==> config.mk <==
export PLATFORM = sky130hd
export DESIGN_NAME = vmem_writer
export DESIGN_NICKNAME = d
export VERILOG_FILES = /design/src/rtl/vmem_writer.sv
export SDC_FILE = /design/constraint.sdc
export NUM_CORES = 1
export LEC_CHECK = 0
export BUFFER_PORTS_ARGS = -buffer_cell sky130_fd_sc_hd__buf_2
export CORE_ASPECT_RATIO = 1.25
export CORE_MARGIN = 2
export CORE_UTILIZATION = 58
export CTS_CLUSTER_SIZE = 40
export DETAILED_ROUTE_END_ITERATION = 8
export PLACE_DENSITY = 0.85
export SKIP_CTS_REPAIR_TIMING = 1
export SYNTH_ARGS = -nofsm -noshare
export SYNTH_HDL_FRONTEND = slang
export SYNTH_SLANG_ARGS = --single-unit
==> constraint.sdc <==
create_clock -name clock -period 4.3 [get_ports clock]
set_input_delay 0.215 -clock clock [delete_from_list [all_inputs] [get_ports clock]]
set_output_delay 0.215 -clock clock [all_outputs]
set_load 0.01 [all_outputs]
==> src/rtl/vmem_writer.sv <==
// vmem_writer: turns PLOT / XOR / CLEAR pixel commands into strobes on a
// 1-bit-per-pixel framebuffer port that has a one-cycle read latency.
// PLOT writes in the cycle after acceptance and leaves the block idle. XOR
// does a read-modify-write on the same address. CLEAR sweeps the whole buffer.
module vmem_writer #(
  parameter int W   = 320,
  parameter int HGT = 200,
  parameter int AW  = 16
) (
  input  logic          clock,
  input  logic          reset,
  input  logic          cmd_valid,
  output logic          cmd_ready,
  input  logic [1:0]    cmd_op,
  input  logic [8:0]    cmd_x,
  input  logic [7:0]    cmd_y,
  input  logic          cmd_color,
  output logic          vm_we,
  output logic          vm_re,
  output logic [AW-1:0] vm_addr,
  output logic          vm_wdata,
  input  logic          vm_rdata,
  output logic          busy,
  output logic [7:0]    drop_cnt
);

  localparam logic [1:0] OP_PLOT  = 2'd0;
  localparam logic [1:0] OP_XOR   = 2'd1;
  localparam logic [1:0] OP_CLEAR = 2'd2;

  localparam logic [AW-1:0] LAST_ADDR = AW'(W * HGT - 1);

  typedef enum logic [1:0] {S_IDLE, S_RD, S_WR, S_CLR} state_t;

  state_t        state_q, state_d;
  logic          we_q, we_d;
  logic          re_q, re_d;
  logic [AW-1:0] addr_q, addr_d;
  logic          wdata_q, wdata_d;
  logic          color_q, color_d;
  logic [7:0]    drop_q, drop_d;

  logic          accept;
  logic          in_range;
  logic [AW-1:0] cmd_addr;

  function automatic logic [7:0] sat_inc(input logic [7:0] v);
    return (v == 8'hFF) ? v : v + 8'd1;
  endfunction

  assign accept   = cmd_valid && cmd_ready;
  assign in_range = (32'(cmd_x) < 32'(W)) && (32'(cmd_y) < 32'(HGT));
  assign cmd_addr = AW'(32'(cmd_y) * 32'(W) + 32'(cmd_x));

  assign vm_we    = we_q;
  assign vm_re    = re_q;
  assign vm_addr  = addr_q;
  assign vm_wdata = wdata_q;
  assign drop_cnt = drop_q;

  // State and registered strobes/datapath; reset clears everything.
  always_ff @(posedge clock) begin
    if (reset) begin
      state_q <= S_IDLE;
      we_q    <= 1'b0;
      re_q    <= 1'b0;
      addr_q  <= '0;
      wdata_q <= 1'b0;
      color_q <= 1'b0;
      drop_q  <= 8'd0;
    end else begin
      state_q <= state_d;
      we_q    <= we_d;
      re_q    <= re_d;
      addr_q  <= addr_d;
      wdata_q <= wdata_d;
      color_q <= color_d;
      drop_q  <= drop_d;
    end
  end

  // Next state: XOR spends RD then two WR cycles (capture, write); CLEAR stays
  // in CLR until the last pixel address is on the bus.
  always_comb begin
    state_d = state_q;
    unique case (state_q)
      S_IDLE: begin
        if (accept) begin
          if (cmd_op == OP_XOR && in_range) state_d = S_RD;
          else if (cmd_op == OP_CLEAR)      state_d = S_CLR;
        end
      end
      S_RD:  state_d = S_WR;
      S_WR:  if (we_q) state_d = S_IDLE;
      S_CLR: if (addr_q == LAST_ADDR) state_d = S_IDLE;
      default: state_d = S_IDLE;
    endcase
  end

  // Outputs and next values of the strobe/address/data registers; address and
  // data hold unless a new access is launched.
  always_comb begin
    cmd_ready = (state_q == S_IDLE) && !reset;
    busy      = (state_q != S_IDLE);
    we_d      = 1'b0;
    re_d      = 1'b0;
    addr_d    = addr_q;
    wdata_d   = wdata_q;
    color_d   = color_q;
    drop_d    = drop_q;
    unique case (state_q)
      S_IDLE: begin
        if (accept) begin
          unique case (cmd_op)
            OP_PLOT: begin
              if (in_range) begin
                we_d    = 1'b1;
                addr_d  = cmd_addr;
                wdata_d = cmd_color;
              end else begin
                drop_d = sat_inc(drop_q);
              end
            end
            OP_XOR: begin
              if (in_range) begin
                re_d    = 1'b1;
                addr_d  = cmd_addr;
                color_d = cmd_color;
              end else begin
                drop_d = sat_inc(drop_q);
              end
            end
            OP_CLEAR: begin
              we_d    = 1'b1;
              addr_d  = '0;
              wdata_d = cmd_color;
            end
            default: ;
          endcase
        end
      end
      S_RD: ;
      S_WR: begin
        if (!we_q) begin
          we_d    = 1'b1;
          wdata_d = vm_rdata ^ color_q;
        end
      end
      S_CLR: begin
        if (addr_q != LAST_ADDR) begin
          we_d   = 1'b1;
          addr_d = addr_q + 1'b1;
        end
      end
      default: ;
    endcase
  end

endmodule

== Yosys cells after proc, flatten, opt, wreduce, memory -nomap -nowiden ==
Cells that the tools add are included.
W data, S select, Z words.
Cells by class
  $lt $le $gt $ge: 2
  reduce and logical (&&, ||, !) cells: 17
  multiply operators: 1
  add/subtract/negate cells: 3
  bitwise gates (word level): 6
  equal/unequal tests: 18
  multiplexer cells: 22
Operators by type and width (count)
  $pmux W16 S2: 2
  $mux W16: 3
  $add A16 B1 Y16 const B: 1
  $add A16 B9 Y16: 1
  $eq A16 B16 Y1 const B: 1
  $ne A16 B16 Y1 const B: 1
  $reduce_and A5 Y1: 3
  $ne A3 B3 Y1 const B: 4
  $mul A8 B3 Y10 const B: 1
  $mux W2: 5
  $ne A2 B2 Y1 const B: 5
  $lt A9 B9 Y1 const B: 1
  $add A8 B1 Y8 const B: 1
  $eq A8 B8 Y1 const B: 1
  $lt A8 B8 Y1 const B: 1
  $pmux W2 S4: 1
  $reduce_and A4 Y1: 2
  $mux W1: 7
  $eq A2 B2 Y1 const B: 3
  $pmux W1 S2: 3
  $reduce_bool A2 Y1: 3
  $not A1 Y1: 5
  $eq A2 B1 Y1 const B: 2
  $logic_and A1 B1 Y1: 4
  other kinds (7): 8
Word-level totals
  logic and storage cells: 76
  output and inout port bits: 29
  register bits: 30
  input port bits: 24

== Longest topological paths before layout ==
Gate-level depths: netlist (run 1).
  depth after elaboration: 6
  mapped depth: 10
  gate-level depth less buffers: 10

== Worst setup path after synthesis (run 1) ==
OpenSTA, ideal clock, no wires.
  path type: input-to-reg
  start: input cmd_y[1]
  end: register addr_q[13], in the netlist vm_addr[13]
  data arrival time: 2.022 ns
  cell stages on the path: 10
  setup slack: 2.195 ns
  data required time: 4.217 ns
  library setup time: 0.083 ns
  path buffers: 0
  cells stage by stage: ha_1 -> ha_1 -> inv_1 -> fa_1 -> xnor2_1 -> nand2b_1 -> nor4b_1 -> xor2_1 -> nand2_1 -> o221ai_1
Between the ends
  longest elaborated chain between the ends: 6
  elaborated cells on any way between the ends: 10
  classes of those cells: add/sub (1); mul (1); order compare (1); eq/ne (1); mux (4); reduce/logical (2)
RTL lines
  start, declared: RTL line 16  | input logic [7:0] cmd_y,
  $mul A8 B3 Y10: RTL line 53  | assign cmd_addr = AW'(32'(cmd_y) * 32'(W) + 32'(cmd_x));
  $add A16 B9 Y16: RTL line 53
  $mux W16: RTL line 116, 125
  $pmux W16 S2: RTL line 114  | unique case (cmd_op)
  $mux W16: RTL line 113  | if (accept) begin
  $pmux W16 S2: RTL line 111  | unique case (state_q)
  end signal, assigned: RTL line 75  | addr_q <= addr_d;
  end, declared: RTL line 38  | logic [AW-1:0] addr_q, addr_d;
Parallel ways exist; a longest one is shown, timed or not. The select of a mux whose other input is x is not followed.
A chain may end at the register's enable or synchronous reset.

== Worst setup path in the final report (run 1) ==
  start: register addr_q[0], in the netlist vm_addr[0]
  end: register addr_q[15], in the netlist vm_addr[15]
Between the ends
  longest elaborated chain between the ends: 3
  elaborated cells on any way between the ends: 6
  classes of those cells: add/sub (1); eq/ne (2); mux (2); reduce/logical (1)
RTL lines (RTL line)
  $add A16 B1 Y16 or $ne A16 B16 Y1 (tied branches): 152, 150
  $mux W16 or $ne A2 B2 Y1 (tied branches)
  $pmux W16 S2 or $reduce_and A5 Y1 (tied branches)
Parallel ways exist; a longest one is shown, timed or not. The select of a mux whose other input is x is not followed.

==> flow_metrics.env, run 1 <==
export IMPL_clk_pin_slew_ns=0.06
export IMPL_cts_root_buf="clkbuf_8"
export IMPL_synth_area_leader_cell="dfxtp_1"
export IMPL_maxCapViolations=0
export IMPL_insertion_delay_ns=0.28
export IMPL_synthArstFlopShare_pct=0
export IMPL_rsz0062_at_grt="no"
export IMPL_fp_row_count=25
export IMPL_finalClockSkew_ns=0.00508
export IMPL_viasPerCell=6.06
export IMPL_antenna_left=0
export IMPL_die_w_microns=59.8
export IMPL_port_buffers=52
export IMPL_p_leak_nw=1.09
export IMPL_synth_xor_area_share_pct=7.37
export IMPL_drt_wl_total_mm=5.25
export IMPL_first_pass_iters=4
export IMPL_r2r_worst_path_cells=8
export IMPL_worstMarginPinSlew_ns=0.835
export IMPL_ioPinCount=53
export IMPL_holdWs_ns=0.203
export IMPL_drive_above_1_share_pct=20.5
export IMPL_path_class="reg2reg"
export IMPL_cp_max_fo=29
export IMPL_powerDensity_nw_per_um2=349
export IMPL_synth_edf_count=0
export IMPL_outcome="finished clean"
export IMPL_crit_path_end_kind="flop"
export IMPL_routedWlPerCell_microns=14.1
export IMPL_setup_viol=0
export IMPL_ir_drop_uv=175
export IMPL_numCtsBuffers=5
export IMPL_dp_cells=363
export IMPL_placed_cell_area_sq_um=2520
export IMPL_synth_nets=324
export IMPL_fin_cells=371
export IMPL_design_area_sq_um=2620
export IMPL_arrival_ns=2.44
export IMPL_synth_seq_area_share_pct=26.6
export IMPL_yosysWarnings=0
export IMPL_finalCritPeriodShare_pct=51.8
export IMPL_min_period_ns=2.23
export IMPL_yosys_area_top_type_share_pct=26.6
export IMPL_syn_avg_cell_area_sq_um=8.04
export IMPL_clock_sinks=30
export IMPL_antenna_found_initial=0
export IMPL_fp_dieArea_sq_um=4410
export IMPL_grt_ovfl_total=0
export IMPL_synth_area_leaders="dfxtp_1 27%, ha_1 9.4%, nor2_1 5.3%"
export IMPL_maxSlewViolCount=0
export IMPL_synth_top_family_by_area="simple AND/OR/NAND/NOR gates"
export IMPL_synthAdderAreaFrac_pct=11.2
export IMPL_htree_levels=2
export IMPL_gp_congestion=0.875
export IMPL_worstSetupStartpointType="flop"
export IMPL_ys_types=58
export IMPL_drc=0
export IMPL_setup_ws_ns=2.07
export IMPL_hold_path_depth=3
export IMPL_synth_cells=281
export IMPL_grt_max_degree=34
export IMPL_antenna_cells=0
export IMPL_finalHoldViolations=0
export IMPL_grt_pass1_vias=2001
export IMPL_multi_input_area_sq_um=1570
export IMPL_vias=2249
export IMPL_synth_area_sq_um=2260
export IMPL_tns_ns=0
export IMPL_ys_ff_latch=30
export IMPL_cts_tree="built"
export IMPL_area_delta_synth_final_pct=15.8
export IMPL_dp_hpwl_mm=3.94
export IMPL_synth_simple_gate_area_share_pct=28.3
export IMPL_max_slew_margin_pct=44.1
export IMPL_dp_slack_ns=1.85
export IMPL_nFillCells=329
export IMPL_drtIter0Drc=92
export IMPL_fmax_mhz=449
export IMPL_min_path_type="in2reg"
export IMPL_crit_required_ns=4.51
export IMPL_grt_pass1_wl_mm=8.36
export IMPL_synth_compound_area_share_pct=21.4
export IMPL_fp_dieH_microns=73.8
export IMPL_grt_use_total_pct=24.4
export IMPL_clockBufferDepth=2
export IMPL_core_sq_um=3750
export IMPL_seq_area_sq_um=601
export IMPL_synth_main_ff_cell="dfxtp_1"
export IMPL_synthMuxAreaShare_pct=1.33
export IMPL_initial_core_util_pct=60.2
export IMPL_final_nets=373
[final timing paths]
check / from / to / slack [ns]
worst max register to register: vm_addr[0]$_SDFFE_PP0P_ / vm_addr[15]$_SDFFE_PP0P_ / 2.07
worst min register to register: vm_wdata$_SDFFE_PP0P_ / vm_wdata$_SDFFE_PP0P_ / 0.50
worst min-delay path: cmd_color / color_q$_SDFFE_PP0P_ / 0.20
worst max-delay path: vm_addr[0]$_SDFFE_PP0P_ / vm_addr[15]$_SDFFE_PP0P_ / 2.07
[per-layer routing]
metal / up-vias / GRT usage (%) / wire length [microns]
met5: - / 0 / 0
met4: 0 / 10.1 / 138
met3: 15 / 5.81 / 239
met2: 65 / 41.1 / 2580
met1: 1026 / 29.2 / 2290
li1: 1143 / - / -
[cell usage in the layout (no fill, tap or decap), drive strengths merged, types with 4 or more instances in the layout]
| cell | netlist | layout |
|---|---|---|
| buf | 4 | 53 |
| nor2 | 32 | 32 |
| dfxtp | 30 | 30 |
| nand2 | 26 | 26 |
| ha | 17 | 17 |
| o21ai | 15 | 15 |
| xor2 | 12 | 12 |
| nand3 | 10 | 10 |
| inv | 9 | 9 |
| nand4 | 9 | 9 |
| a211oi | 9 | 9 |
| a21oi | 7 | 7 |
| xnor2 | 7 | 7 |
| clkbuf | 7 | 7 |
| a22oi | 6 | 6 |
| nor4 | 6 | 6 |
| nand2b | 5 | 5 |
| nor2b | 5 | 5 |
| nor3 | 5 | 5 |
| and3 | 4 | 4 |
| o22ai | 4 | 4 |
| a21boi | 4 | 4 |
[through the flow]
stage | total power, mW | utilization [%]
finish | 0.913 | 69.7
global route | 0.978 | 69.7
CTS | 0.917 | 69.7
detailed placement | 0.682 | 67.2
global placement | 0.672 | 67.2
floorplan | 0.591 | -
[cells by family (layout without fill, tap and decap cells)]
logic type | after synthesis | after routing
multiplexers | 3 | 3
flip-flops | 30 | 30
AND/OR/NAND/NOR | 120 | 120
AO/OA/AOI/OAI | 70 | 70
adder cells (fa/ha/maj) | 19 | 19
buffers and inverters | 20 | 70
XOR/XNOR | 19 | 19
[power by group]
part | leakage, nW | internal [mW] | switching, mW
logic | 0.798 | 0.142 | 0.185
registers | 0.243 | 0.309 | 0.0431
clock network | 0.0482 | 0.129 | 0.105
[cell usage after synthesis (3+ instances only)]
cell type / count
mux2i_1: 3
a21boi_0: 4
o22ai_1: 4
nand3_1: 9
a211oi_1: 9
o221ai_1: 3
xnor2_1: 7
inv_1: 9
nand4_1: 9
a21oi_1: 7
nor3_1: 4
xor2_1: 12
and3_1: 4
a22oi_1: 6
nand2b_1: 5
ha_1: 17
o21ai_0: 15
buf_2: 3
dfxtp_1: 30
clkbuf_1: 7
nor2b_1: 5
a31oi_1: 3
nand2_1: 25
nor2_1: 32
nor4_1: 5
or3_1: 3
[cell type report]
class	count	share of cell area, %
multi-input cells	231	60.1
flip-flops and latches	30	23.0
repair buffers	53	10.2
clock buffers	7	3.30
well taps	40	1.91
inverters	9	1.29
clock inverters	1	0.191
[registers in the layout, summed over array words and instances, names as in the netlist]
register / count
color_q: 1
drop_cnt: 8
state_q: 2
vm_addr: 16
vm_re: 1
vm_wdata: 1
vm_we: 1
[critical path, cell delays in order, from the launching register on]
cell and delay, ns:
dfxtp_1 0.41, ha_1 0.28, nand4_1 0.14, nor4_1 0.56, o22ai_1 0.15, buf_4 0.24, nand3_1 0.11, o21ai_0 0.10
o22ai_1 0.15
Power figures use the tool's default switching activity.
==> inputs of run 2 (changes only) <==
Settings changed: CORE_UTILIZATION 58 to 49, PLACE_DENSITY 0.85 to 0.77.
Clock period 4.3 ns to 1.89 ns, I/O delays scaled along.
==> run 2 against run 1 <==
- sequential power rose by 120%
- flip-flop and latch count did not move
- cell area rose by 22%
- global-route usage fell by 0.45 points
- clock-buffer cell count fell by 2
- worst setup slack got worse by 2.0 ns
- critical path type is now in2reg
- total power rose to 2.7 times the previous value
- cell count rose by 18%
- clock power rose to 2.8 times the previous value
- critical path depth rose by 3
- register-to-register slack got worse by 2.0 ns
==> flow_metrics.env, run 2 (synthesis results as in run 1) <==
export IMPL_outcome="finished clean"
export IMPL_use_met3_pct=3.95
export IMPL_rsz0062_at_grt="yes"
export IMPL_hp_start="cmd_color"
export IMPL_finalHoldViolations=0
export IMPL_fmax_mhz=544
export IMPL_setup_ws_ns=0.0522
export IMPL_gr_usage_met1_pct=27.2
export IMPL_path_class="in2reg"
export IMPL_mostFrequentLayoutCell="buf_2"
export IMPL_grt_use_total_pct=24.0
export IMPL_fp_row_count=27
export IMPL_arrival_ns=2.05
export IMPL_ioPinCount=53
export IMPL_drive_above_1_share_pct=36.8
export IMPL_final_cell_mix="50 x buf_2, 47 x buf_4, 32 x nor2_1"
export IMPL_final_nets=420
export IMPL_routedWlPerCell_microns=14.2
export IMPL_nFillCells=356
export IMPL_clock_power_share_pct=26.1
export IMPL_vias=2479
export IMPL_setup_viol=0
export IMPL_total_power_mw=2.47
export IMPL_crit_path_end_kind="flop"
export IMPL_intPower_mw=1.62
export IMPL_antenna_found_initial=0
export IMPL_largest_reg_flops=16
export IMPL_drc=0
export IMPL_maxCapViolations=0
export IMPL_pwr_share_seq_pct=30.6
export IMPL_maxSlewViolCount=0
export IMPL_initial_core_util_pct=51.0
export IMPL_clock_sinks=30
export IMPL_switching_share_pct=34.6
export IMPL_cts_tree="built"
export IMPL_port_buffers=52
export IMPL_htree_levels=2
export IMPL_seq_area_sq_um=602
export IMPL_multi_input_area_sq_um=1720
export IMPL_dp_hpwl_mm=4.67
export IMPL_tns_ns=0
export IMPL_ir_drop_uv=366
export IMPL_die_w_microns=64.7
export IMPL_finalCritPeriodShare_pct=97.2
export IMPL_dp_slack_ns=-0.256
export IMPL_max_slew_margin_pct=65.0
export IMPL_grt_ovfl_total=0
export IMPL_cts_root_buf="clkbuf_8"
export IMPL_gp_congestion=0.904
export IMPL_grt_max_degree=33
export IMPL_use_met2_pct=43.1
export IMPL_worstSetupStartpointType="input port"
export IMPL_area_delta_synth_final_pct=41.2
export IMPL_grt_busiest_layer="met2"
export IMPL_min_period_ns=1.84
export IMPL_drt_wl_total_mm=6.20
export IMPL_clk_pin_slew_ns=0.07
export IMPL_grt_pass1_wl_mm=9.97
export IMPL_core_sq_um=4430
export IMPL_combPwrFrac_pct=43.3
export IMPL_cp_max_fo=3
export IMPL_fp_dieH_microns=79.9
export IMPL_p_leak_nw=1.40
export IMPL_worstMarginPinSlew_ns=0.521
export IMPL_finalClockSkew_ns=0.00455
export IMPL_antenna_left=0
export IMPL_clockBufferDepth=2
export IMPL_numCtsBuffers=5
export IMPL_fp_dieArea_sq_um=5170
export IMPL_powerDensity_nw_per_um2=775
export IMPL_reg2reg_from="vm_addr[15]$_SDFFE_PP0P_"
export IMPL_insertion_delay_ns=0.29
export IMPL_grt_pass1_vias=2311
export IMPL_crit_start="cmd_y[1]"
export IMPL_antenna_cells=0
export IMPL_first_pass_iters=4
export IMPL_crit_required_ns=2.10
export IMPL_drtIter0Drc=227
export IMPL_p_sw_uw=856
export IMPL_min_path_type="in2reg"
export IMPL_viasPerCell=5.69
-- run 2: stage by stage --
stage	std cells	hold slack, ns	area (sq um)	util, %
6_report	436	0.0589	3190	72.1
3_5_place_dp	425	0.363	2960	66.8
2_1_floorplan	281	0.225	2330	-
5_1_grt	436	0.0720	3190	72.1
3_3_place_gp	425	0.344	2960	66.8
4_1_cts	433	0.0511	3070	69.3
-- run 2: worst max-delay path, cell delays in order --
cell and delay [ns]:
buf_8 0.10, ha_4 0.26, ha_4 0.13, inv_2 0.03, fa_2 0.37, xnor2_2 0.19
nand2b_1 0.14, nor4b_2 0.30, xor2_1 0.20, nand2_1 0.08, o221ai_1 0.15
-- run 2: cell type report --
| cell class | instances | area share (%) |
|---|---|---|
| well taps | 58 | 2.28 |
| multi-input cells | 231 | 53.9 |
| flip-flops and latches | 30 | 18.9 |
| inverters | 9 | 1.06 |
| repair buffers | 100 | 20.5 |
| clock inverters | 3 | 1.26 |
| clock buffers | 5 | 2.16 |
-- run 2: per-layer routing --
layer / wire, microns / vias to the layer above
li1: - / 1241
met1: 2560 / 1148
met2: 3220 / 78
met3: 257 / 12
met4: 160 / 0
met5: 0 / -
-- run 2: final timing paths --
kind | slack, ns | to | cells after the start
setup / recovery | 0.05 | vm_addr[13]$_SDFFE_PP0P_ | 11
hold / removal | 0.06 | color_q$_SDFFE_PP0P_ | 3
setup reg to reg | 0.11 | vm_addr[5]$_SDFFE_PP0P_ | 7
hold reg to reg | 0.51 | vm_wdata$_SDFFE_PP0P_ | 2
-- run 2: power by group through the flow --
stage               registers, mW  logic (mW)  clock network [mW]
floorplan                   0.818       0.552                   0
global placement            0.765       0.970                   0
detailed placement          0.769       0.996                   0
CTS                         0.755        1.00               0.653
global route                0.766        1.18               0.687
finish                      0.757        1.07               0.645
==> inputs of run 3 (changes only) <==
Settings changed: CORE_UTILIZATION 49 to 54, PLACE_DENSITY 0.77 to 0.81.
Clock period 1.89 ns to 1.94 ns, I/O delays scaled along.
==> run 3 against run 2 <==
- the run now ends with setup timing left
- utilization up 3.0 points
- hold slack better by 0.0090 ns
- first-iteration DRC count down 38%
- via count up 2.7%
- non-clock buffer count down 8
- highest routed layer unchanged
==> flow_metrics.env, run 3 (synthesis results as in run 1) <==
export IMPL_drt_wl_total_mm=6.42
export IMPL_fp_dieH_microns=76.3
export IMPL_vias=2547
export IMPL_arrival_ns=2.19
export IMPL_cp_max_fo=5
export IMPL_htree_levels=2
export IMPL_clock_sinks=30
export IMPL_antenna_found_initial=0
export IMPL_largest_reg_flops=16
export IMPL_grt_pass1_vias=2355
export IMPL_min_path_type="in2reg"
export IMPL_path_class="reg2reg"
export IMPL_ir_drop_uv=524
export IMPL_clockBufferDepth=2
export IMPL_violations="setup timing"
export IMPL_insertion_delay_ns=0.29
export IMPL_max_slew_margin_pct=60.7
export IMPL_final_nets=412
export IMPL_r2r_worst_path_cells=5
export IMPL_initial_core_util_pct=55.5
export IMPL_grt_ovfl_total=0
export IMPL_clk_pin_slew_ns=0.07
export IMPL_numCtsBuffers=5
export IMPL_cts_root_buf="clkbuf_8"
export IMPL_gp_congestion=0.823
export IMPL_core_sq_um=4070
export IMPL_total_power_mw=2.28
export IMPL_powerDensity_nw_per_um2=745
export IMPL_maxCapViolations=0
export IMPL_setup_viol=1
export IMPL_drc=0
export IMPL_fp_row_count=26
export IMPL_worstMarginPinSlew_ns=0.584
export IMPL_dp_slack_ns=-0.255
export IMPL_design_area_sq_um=3050
export IMPL_maxSlewViolCount=0
export IMPL_final_cell_mix="54 x buf_2, 37 x buf_4, 32 x nor2_1"
export IMPL_finalHoldViolations=0
export IMPL_viasPerCell=5.98
export IMPL_finalCritPeriodShare_pct=102
export IMPL_mostFrequentLayoutCell="buf_2"
export IMPL_drtIter0Drc=141
export IMPL_grt_use_total_pct=26.3
export IMPL_crit_path_end_kind="flop"
export IMPL_p_leak_nw=1.33
export IMPL_cts_tree="built"
export IMPL_setup_ws_ns=-0.0421
export IMPL_port_buffers=52
export IMPL_outcome="finished with violations"
export IMPL_finalClockSkew_ns=0.00360
export IMPL_first_pass_iters=4
export IMPL_min_period_ns=1.98
export IMPL_worstSetupStartpointType="flop"
export IMPL_ioPinCount=53
export IMPL_fmax_mhz=505
export IMPL_drive_above_1_share_pct=34.6
export IMPL_grt_max_degree=33
export IMPL_rsz0062_at_grt="yes"
export IMPL_fp_dieArea_sq_um=4720
export IMPL_hold_path_depth=3
export IMPL_antenna_cells=0
export IMPL_dp_hpwl_mm=4.65
export IMPL_area_delta_synth_final_pct=35.2
export IMPL_die_w_microns=61.8
export IMPL_placed_cell_area_sq_um=2870
export IMPL_routedWlPerCell_microns=15.1
export IMPL_grt_pass1_wl_mm=9.76
export IMPL_rrSetupSlack_ns=-0.04
export IMPL_antenna_left=0
export IMPL_crit_required_ns=2.15
[run 3: cell types whose count changed in the layout (fill, tap and decap cells not counted), sizes merged]
cell and delta:
clkbuf +1, clkinvlp +1, bufinv -1, buf -8
clkinv -1
[run 3: cell type report]
| cell class | instances | area [sq um] |
|---|---|---|
| fill | 311 | 1010 |
| multi-input combinational | 231 | 1700 |
| clock buffer | 6 | 82.6 |
| tap | 56 | 70.1 |
| timing repair buffer | 92 | 559 |
| clock inverter | 2 | 12.5 |
| inverter | 9 | 33.8 |
| sequential | 30 | 601 |
[run 3: report_power, final]
part | leakage (nW) | internal (mW) | switching [mW]
clock | 0.0472 | 0.285 | 0.257
combinational | 1.04 | 0.455 | 0.519
sequential | 0.243 | 0.685 | 0.0747
[run 3: worst paths after layout]
path                                 from                  endpoint
hold reg to reg     vm_wdata$_SDFFE_PP0P_     vm_wdata$_SDFFE_PP0P_
setup reg to reg  vm_addr[8]$_SDFFE_PP0P_  vm_addr[13]$_SDFFE_PP0P_
hold / removal                  cmd_color      color_q$_SDFFE_PP0P_
setup / recovery  vm_addr[8]$_SDFFE_PP0P_  vm_addr[13]$_SDFFE_PP0P_
[run 3: through the flow]
stage	hold slack (ns)	utilization, %	TNS (ns)	cells
after global placement	0.347	70.6	-0.608	415
after CTS	0.0652	72.9	-0.238	423
after detailed placement	0.379	70.6	-1.05	415
after global routing	0.0961	75.1	-0.0986	426
final	0.0679	75.1	-0.0421	426
after floorplan	0.230	-	0	281
[run 3: metal layers]
layer | GRT usage [%] | vias up | wire, microns
li1 | - | 1220 | -
met1 | 28.2 | 1188 | 2440
met4 | 10.9 | 0 | 227
met5 | 0 | - | 0
met3 | 5.43 | 29 | 339
met2 | 47.2 | 110 | 3410
[run 3: critical path, cell delays in order (launching register included)]
cell and delay (ns):
dfxtp_1 0.40, nand3_1 0.20, nor4_1 0.59, nand2_1 0.20
or3_1 0.35, o221ai_1 0.17
